`src/rtl/exa_crosb_e2s_vc_mapper_if.sv`:
```
// ExaNet rx beat channel plus flat-VC AXIS output channel of the crossbar ingress mapper.
// The mapper takes the slave modport; the ExaNet source / s2e stage side takes master.
interface exa_crosb_e2s_vc_mapper_if #(
   parameter int prio_num = 2,
   parameter int vc_num   = 2
);
   localparam int VC_TOTAL    = prio_num * vc_num;
   localparam int LOG_VC_PRIO = (VC_TOTAL > 1) ? $clog2(VC_TOTAL) : 1;

   logic                   i_header_valid;
   logic                   o_header_ready;
   logic                   i_payload_valid;
   logic                   o_payload_ready;
   logic                   i_footer_valid;
   logic                   o_footer_ready;
   logic [127:0]           i_data;
   logic [VC_TOTAL-1:0]    i_fifo_full;
   logic                   M_AXIS_TVALID;
   logic [127:0]           M_AXIS_TDATA;
   logic                   M_AXIS_TLAST;
   logic [LOG_VC_PRIO-1:0] o_output_vc;

   modport master (
      output i_header_valid, i_payload_valid, i_footer_valid, i_data, i_fifo_full,
      input  o_header_ready, o_payload_ready, o_footer_ready,
      input  M_AXIS_TVALID, M_AXIS_TDATA, M_AXIS_TLAST, o_output_vc
   );

   modport slave (
      input  i_header_valid, i_payload_valid, i_footer_valid, i_data, i_fifo_full,
      output o_header_ready, o_payload_ready, o_footer_ready,
      output M_AXIS_TVALID, M_AXIS_TDATA, M_AXIS_TLAST, o_output_vc
   );
endinterface

```
`src/rtl/exa_crosb_e2s_vc_mapper.sv`:
```
// Crossbar ingress: decodes prio/VC from the ExaNet header, forwards beats as AXIS with a flat VC
// index, holds a packet start while its target VC is prog-full, and drops out-of-range packets.
//
//   state  | meaning
//   S_IDLE | waiting for a header; accepts it when its VC is not full (or it is out of range)
//   S_BODY | forwarding payload/footer beats of an accepted packet
//   S_DROP | consuming payload/footer beats of an out-of-range packet
module exa_crosb_e2s_vc_mapper #(
   parameter int prio_num      = 2,
   parameter int vc_num        = 2,
   parameter int PRIO_LSB      = 0,
   parameter int VC_LSB        = 8,
   parameter int MAX_PKT_BEATS = 18
) (
   input  logic                             S_ACLK,
   input  logic                             S_ARESETN,
   exa_crosb_e2s_vc_mapper_if.slave         bus,
   output logic [31:0]                      o_pkt_fwd,
   output logic [15:0]                      o_pkt_drop,
   output logic                             o_len_err
);
   localparam int VC_TOTAL    = prio_num * vc_num;
   localparam int LOG_PRIO    = (prio_num > 1) ? $clog2(prio_num) : 1;
   localparam int LOG_VC      = (vc_num > 1) ? $clog2(vc_num) : 1;
   localparam int LOG_VC_PRIO = (VC_TOTAL > 1) ? $clog2(VC_TOTAL) : 1;
   // counter is wide enough to reach MAX_PKT_BEATS+1 before it saturates
   localparam int CNT_W       = $clog2(MAX_PKT_BEATS + 2);

   typedef enum logic [1:0] {S_IDLE, S_BODY, S_DROP} state_t;

   state_t                 state, state_nxt;
   logic [LOG_PRIO-1:0]    hdr_prio;
   logic [LOG_VC-1:0]      hdr_vc;
   logic                   hdr_bad;
   logic [LOG_VC_PRIO-1:0] hdr_idx;
   logic                   tgt_full;

   logic hdr_rdy, pld_rdy, ftr_rdy;
   logic emit, emit_last, hdr_go, fwd_done, drop_done;

   logic                   tvalid_q, tlast_q;
   logic [127:0]           tdata_q;
   logic [LOG_VC_PRIO-1:0] vc_q;
   logic [CNT_W-1:0]       beat_cnt, cnt_inc;
   logic [31:0]            fwd_q;
   logic [15:0]            drop_q;
   logic                   len_err_q;

   assign hdr_prio = bus.i_data[PRIO_LSB +: LOG_PRIO];
   assign hdr_vc   = bus.i_data[VC_LSB +: LOG_VC];
   assign hdr_bad  = (int'(hdr_prio) >= prio_num) || (int'(hdr_vc) >= vc_num);
   assign hdr_idx  = LOG_VC_PRIO'(int'(hdr_prio) * vc_num + int'(hdr_vc));
   assign tgt_full = bus.i_fifo_full[hdr_idx];

   always_ff @(posedge S_ACLK or negedge S_ARESETN) begin
      if (!S_ARESETN) state <= S_IDLE;
      else            state <= state_nxt;
   end

   always_comb begin
      state_nxt = state;
      hdr_rdy   = 1'b0;
      pld_rdy   = 1'b0;
      ftr_rdy   = 1'b0;
      emit      = 1'b0;
      emit_last = 1'b0;
      hdr_go    = 1'b0;
      fwd_done  = 1'b0;
      drop_done = 1'b0;
      unique case (state)
         S_IDLE: begin
            hdr_rdy = hdr_bad | ~tgt_full;
            if (bus.i_header_valid && hdr_rdy) begin
               if (hdr_bad) begin
                  state_nxt = S_DROP;
               end else begin
                  state_nxt = S_BODY;
                  emit      = 1'b1;
                  hdr_go    = 1'b1;
               end
            end
         end
         S_BODY: begin
            // footer wins a tie so the packet closes with exactly one last beat
            ftr_rdy = 1'b1;
            pld_rdy = ~bus.i_footer_valid;
            if (bus.i_footer_valid) begin
               emit      = 1'b1;
               emit_last = 1'b1;
               fwd_done  = 1'b1;
               state_nxt = S_IDLE;
            end else if (bus.i_payload_valid) begin
               emit = 1'b1;
            end
         end
         S_DROP: begin
            ftr_rdy = 1'b1;
            pld_rdy = 1'b1;
            if (bus.i_footer_valid) begin
               drop_done = 1'b1;
               state_nxt = S_IDLE;
            end
         end
         default: state_nxt = S_IDLE;
      endcase
   end

   assign cnt_inc = (beat_cnt == {CNT_W{1'b1}}) ? beat_cnt : beat_cnt + CNT_W'(1);

   always_ff @(posedge S_ACLK or negedge S_ARESETN) begin
      if (!S_ARESETN) begin
         tvalid_q  <= 1'b0;
         tlast_q   <= 1'b0;
         tdata_q   <= '0;
         vc_q      <= '0;
         beat_cnt  <= '0;
         fwd_q     <= '0;
         drop_q    <= '0;
         len_err_q <= 1'b0;
      end else begin
         tvalid_q <= emit;
         if (emit) begin
            tdata_q <= bus.i_data;
            tlast_q <= emit_last;
         end
         if (hdr_go) begin
            vc_q     <= hdr_idx;
            beat_cnt <= CNT_W'(1);
         end else if (emit) begin
            beat_cnt <= cnt_inc;
            if (int'(cnt_inc) > MAX_PKT_BEATS) len_err_q <= 1'b1;
         end
         if (fwd_done) fwd_q <= fwd_q + 32'd1;
         if (drop_done && drop_q != 16'hFFFF) drop_q <= drop_q + 16'd1;
      end
   end

   assign bus.o_header_ready  = hdr_rdy;
   assign bus.o_payload_ready = pld_rdy;
   assign bus.o_footer_ready  = ftr_rdy;
   assign bus.M_AXIS_TVALID   = tvalid_q;
   assign bus.M_AXIS_TDATA    = tdata_q;
   assign bus.M_AXIS_TLAST    = tlast_q;
   assign bus.o_output_vc     = vc_q;
   assign o_pkt_fwd           = fwd_q;
   assign o_pkt_drop          = drop_q;
   assign o_len_err           = len_err_q;
endmodule

```
`src/flat_wrapper.sv`:
```
// flat-port wrapper written by rule: the top's interface ports become plain ports
module exa_crosb_e2s_vc_mapper_flat 
#(
   parameter int prio_num      = 2,
   parameter int vc_num        = 2,
   parameter int PRIO_LSB      = 0,
   parameter int VC_LSB        = 8,
   parameter int MAX_PKT_BEATS = 18
)
  (S_ACLK, S_ARESETN, o_pkt_fwd, o_pkt_drop, o_len_err, bus_i_header_valid, bus_i_payload_valid, bus_i_footer_valid, bus_i_data, bus_i_fifo_full, bus_o_header_ready, bus_o_payload_ready, bus_o_footer_ready, bus_M_AXIS_TVALID, bus_M_AXIS_TDATA, bus_M_AXIS_TLAST, bus_o_output_vc);
  exa_crosb_e2s_vc_mapper_if #(.prio_num(prio_num), .vc_num(vc_num)) bus_i ();
  input  logic S_ACLK;
  input  logic S_ARESETN;
  output logic [31:0] o_pkt_fwd;
  output logic [15:0] o_pkt_drop;
  output logic o_len_err;
  input wire logic [$bits(bus_i.i_header_valid)-1:0] bus_i_header_valid;
  input wire logic [$bits(bus_i.i_payload_valid)-1:0] bus_i_payload_valid;
  input wire logic [$bits(bus_i.i_footer_valid)-1:0] bus_i_footer_valid;
  input wire logic [$bits(bus_i.i_data)-1:0] bus_i_data;
  input wire logic [$bits(bus_i.i_fifo_full)-1:0] bus_i_fifo_full;
  output wire logic [$bits(bus_i.o_header_ready)-1:0] bus_o_header_ready;
  output wire logic [$bits(bus_i.o_payload_ready)-1:0] bus_o_payload_ready;
  output wire logic [$bits(bus_i.o_footer_ready)-1:0] bus_o_footer_ready;
  output wire logic [$bits(bus_i.M_AXIS_TVALID)-1:0] bus_M_AXIS_TVALID;
  output wire logic [$bits(bus_i.M_AXIS_TDATA)-1:0] bus_M_AXIS_TDATA;
  output wire logic [$bits(bus_i.M_AXIS_TLAST)-1:0] bus_M_AXIS_TLAST;
  output wire logic [$bits(bus_i.o_output_vc)-1:0] bus_o_output_vc;
  assign bus_i.i_header_valid = bus_i_header_valid;
  assign bus_i.i_payload_valid = bus_i_payload_valid;
  assign bus_i.i_footer_valid = bus_i_footer_valid;
  assign bus_i.i_data = bus_i_data;
  assign bus_i.i_fifo_full = bus_i_fifo_full;
  assign bus_o_header_ready = bus_i.o_header_ready;
  assign bus_o_payload_ready = bus_i.o_payload_ready;
  assign bus_o_footer_ready = bus_i.o_footer_ready;
  assign bus_M_AXIS_TVALID = bus_i.M_AXIS_TVALID;
  assign bus_M_AXIS_TDATA = bus_i.M_AXIS_TDATA;
  assign bus_M_AXIS_TLAST = bus_i.M_AXIS_TLAST;
  assign bus_o_output_vc = bus_i.o_output_vc;
  exa_crosb_e2s_vc_mapper #(.prio_num(prio_num), .vc_num(vc_num), .PRIO_LSB(PRIO_LSB), .VC_LSB(VC_LSB), .MAX_PKT_BEATS(MAX_PKT_BEATS)) u_core (.S_ACLK(S_ACLK), .S_ARESETN(S_ARESETN), .bus(bus_i), .o_pkt_fwd(o_pkt_fwd), .o_pkt_drop(o_pkt_drop), .o_len_err(o_len_err));
endmodule
```
`config.mk`:
```
export PLATFORM = sky130hd
export DESIGN_NAME = exa_crosb_e2s_vc_mapper_flat
export DESIGN_NICKNAME = d
export VERILOG_FILES = /design/src/rtl/exa_crosb_e2s_vc_mapper_if.sv /design/src/rtl/exa_crosb_e2s_vc_mapper.sv /design/src/flat_wrapper.sv
export SDC_FILE = /design/constraint.sdc
export NUM_CORES = 1
export LEC_CHECK = 0
export CAP_MARGIN = 30
export CORE_MARGIN = 2
export CORE_UTILIZATION = 46
export DETAILED_ROUTE_END_ITERATION = 8
export HOLD_SLACK_MARGIN = 0.05
export MAX_ROUTING_LAYER = met4
export PLACE_DENSITY = 0.86
export SLEW_MARGIN = 25
export SYNTH_ARGS = -nofsm -noshare
export SYNTH_HDL_FRONTEND = slang
export SYNTH_SLANG_ARGS = --single-unit
```
`constraint.sdc`:
```
create_clock -name S_ACLK -period 3.1 [get_ports S_ACLK]
set_input_delay 0.31 -clock S_ACLK [delete_from_list [all_inputs] [get_ports S_ACLK]]
set_output_delay 0.31 -clock S_ACLK [all_outputs]
set_load 0.05 [all_outputs]
```
==> impl_metrics.tcl <==
set metrics [dict create \
    outcome "finished, final reports clean" \
    ir_worst_vdd_mv 0.792 \
    multi_input_area_um2 2770 \
    first_global_vias 5395 \
    power_per_cell_area_nw_per_um2 883 \
    register_area_um2 4280 \
    ys_dominant_reg_cell "sky130_fd_sc_hd__dfrtp_1" \
    timing_max_transition_violations_final 0 \
    cts_tree "yes" \
    antenna_found_initial 0 \
    proportion_of_synthesized_chip_area_in_sequential_cells 0.580 \
    critical_path.startpoint_type "flop" \
    worstPathBufferInverterCount 1 \
    postPlaceCellArea_um2 10500 \
    crit_type "reg -> out" \
    grt_setup_unrepaired "false" \
    worstPathArrival_ns 1.99 \
    die_area_um2 17100 \
    setup-violations-final 0 \
    slowest_stage_delay_on_critical_path_ns 0.84 \
    hold_path.class "in -> async" \
    iteration_0_drc_markers 325 \
    num-fill-cells 1054 \
    post_cts.resized_instances 0 \
    drive_above_1_share 0.223 \
    row_count 46 \
    synth_seq_cells 171 \
    cts_buffers 17 \
    slew-limit-headroom 0.482 \
    ys_async_sr_fraction 1.00 \
    path_max_fanout 9 \
    timing.max_cap.violations 0 \
    synth-warning-count 0 \
    worst_hold_margin_ns 0.454 \
    clkTransAtPathRegs_ns 0.07 \
    place.gp.congestion 0.839 \
    critical_path.slowest_cell "sky130_fd_sc_hd__clkdlybuf4s50_1" \
    clock_latency_on_the_worst_skew_pair_ns 0.41 \
    detailed_place_hpwl_um 14300 \
    grt_start_max_net_pins 78 \
    finish.net_count 921 \
    design_area_um2 11100 \
    synth.distinct_cells 36 \
    timing.fmax_mhz 434 \
    tightestPinTransition_ns 0.770 \
    synth_enable_flop_cells 0 \
    initial_core_util 0.468 \
    finalWirelength_um 19600 \
    synth_largest_area_cell "sky130_fd_sc_hd__dfrtp_1" \
    p_leak_nw 4.85 \
    drt-wirelength-per-cell_um 19.4 \
    global_route.usage.total 0.233 \
    vias_per_cell 4.96 \
    netlist_top_cells_area "sky130_fd_sc_hd__dfrtp_1 58%, sky130_fd_sc_hd__mux2_4 20%, sky130_fd_sc_hd__mux2_2 4.4%" \
    clock_tree.root_cell "sky130_fd_sc_hd__clkbuf_16" \
    crit_path_end_kind "output pin" \
    ioPinCount 321 \
    synthesis.area_um2 7370 \
    vert_die_dim_um 131 \
    gr-total-overflow 0 \
    syn-instance-count 467 \
    flow.area_growth_from_synthesis_pct 50.7 \
    ratio_of_final_minimum_period_to_clock_period 0.743 \
    die-width_um 131 \
    report.power.total_w 0.00981 \
    cts_max_level 4 \
    vias 5014 \
    data_required_critical_path_ns 2.79 \
    layout_skew_ns 0.00772 \
    postSynthAreaPerCell_um2 15.8 \
    clockBufferDepth 2 \
    critical_path.cell_chain "nor2b_1, clkdlybuf4s50_1" \
    report.final.hold_viol_count 0 \
    numPlacedInstances 978 \
    grt_pass1_wl_um 29400 \
    fin_tns_setup_ns 0 \
    final_cells 1011 \
    detailedRoute.firstPassIterationCount 4 \
    synth_top_cell_area_share 0.580 \
    port-buffer-count 304 \
    number_of_sinks_on_the_clock_net 171 \
    critPathTopFamily "buffers and inverters" \
    antenna_violating_nets_post_route 0 \
    min_tclk_post_route_ns 2.30 \
    floorplan.core_area_um2 15800 \
    detailed_route_drc_error_count 0 \
    diodes 0 \
]
## layout by cell type, fill, tap and decap left out, drive strengths merged, types with 4 or more instances in the layout
cell and instances:
a21oi 6, and2 4, and3 8, buf 12, clkbuf 20, clkdlybuf4s50 302
clkinvlp 5, conb 16, dfrtp 171, inv 7, mux2 129, nand2 15
nand3 12, nand4 17, nor2 10, nor2b 4, xnor2 28, xor2 4
## path summary, 6_finish.rpt
check	cells past startpoint	slack (ns)	from	end
worst min register to register	1	0.48	u_core.o_pkt_fwd[31]	u_core.o_pkt_fwd[31]
min in group S_ACLK	1	0.48	u_core.o_pkt_fwd[31]	u_core.o_pkt_fwd[31]
worst max register to register	4	1.07	u_core.state[0]	u_core.bus.M_AXIS_TDATA[90]
worst max-delay path	2	0.80	u_core.state[0]	bus_o_payload_ready
worst min-delay path	2	0.45	S_ARESETN	u_core.bus.M_AXIS_TDATA[35]
max in group asynchronous	3	1.80	S_ARESETN	u_core.bus.M_AXIS_TDATA[51]
## kinds of logic after synthesis
group | after synthesis | synth area share
AO/OA/AOI/OAI | 14 | 0.0115
XOR/XNOR | 32 | 0.0380
adder cells (fa/ha/maj) | 2 | 0.00339
buffers and inverters | 37 | 0.0533
flip-flops | 171 | 0.580
multiplexers | 131 | 0.252
other | 1 | 0.000509
AND/OR/NAND/NOR | 79 | 0.0606
## through the flow
| step | setup WS [ns] | util |
|---|---|---|
| 2_1_floorplan | 1.12 | - |
| 3_3_place_gp | 0.505 | 0.666 |
| 3_5_place_dp | 0.414 | 0.666 |
| 4_1_cts | 0.768 | 0.705 |
| 5_1_grt | 0.708 | 0.705 |
| 6_report | 0.795 | 0.705 |
## what timing repair did
item	CTS	global route
hold endpoints to repair	66	0
buffers inserted	0	0
hold buffers	1	0
## cell type report
class / instances / share of cell area
clock buffer: 20 / 0.0411
clock inverter: 12 / 0.0124
inverter: 3 / 0.00101
multi-input combinational: 274 / 0.249
sequential: 171 / 0.385
tap: 216 / 0.0243
timing repair buffer: 315 / 0.287
## report_power, final
group	switching, W	total (W)	leakage [nW]	internal [W]
Clock	0.000913	0.00215	0.276	0.00124
Combinational	0.00271	0.00450	2.50	0.00180
Sequential	0.000369	0.00315	2.08	0.00278
## synth_stat cells, types with 2 or more instances
library cell / number
sky130_fd_sc_hd__nor2b_1: 4
sky130_fd_sc_hd__buf_4: 19
sky130_fd_sc_hd__dfrtp_1: 171
sky130_fd_sc_hd__xor2_1: 4
sky130_fd_sc_hd__a21oi_1: 6
sky130_fd_sc_hd__and3_1: 8
sky130_fd_sc_hd__nor2_1: 10
sky130_fd_sc_hd__a311oi_1: 2
sky130_fd_sc_hd__ha_1: 2
sky130_fd_sc_hd__nand4_1: 17
sky130_fd_sc_hd__nand2_1: 14
sky130_fd_sc_hd__buf_12: 11
sky130_fd_sc_hd__buf_2: 3
sky130_fd_sc_hd__o21ai_0: 3
sky130_fd_sc_hd__inv_1: 3
sky130_fd_sc_hd__mux2_2: 29
sky130_fd_sc_hd__and2_1: 4
sky130_fd_sc_hd__nand3_1: 12
sky130_fd_sc_hd__nor4_1: 2
sky130_fd_sc_hd__mux2_4: 100
sky130_fd_sc_hd__xnor2_1: 28
## flip-flops by register name, indices dropped and copies added (netlist names)
signal / cells
u_core.beat_cnt: 5
u_core.bus.M_AXIS_TVALID: 1
u_core.state: 1
u_core.bus.o_output_vc: 2
u_core.o_len_err: 1
u_core.bus.M_AXIS_TLAST: 1
u_core.o_pkt_fwd: 32
u_core.bus.M_AXIS_TDATA: 128
## routing by layer
layer  wire, um  GRT usage  vias to the layer above
li1           -          -                     2233
met1       7570      0.264                     2522
met2      10200      0.401                      224
met3       1420     0.0623                       35
met4        409     0.0776                        0
met5          0          -                        -
Note: power is estimated with default switching activity, not from simulation.
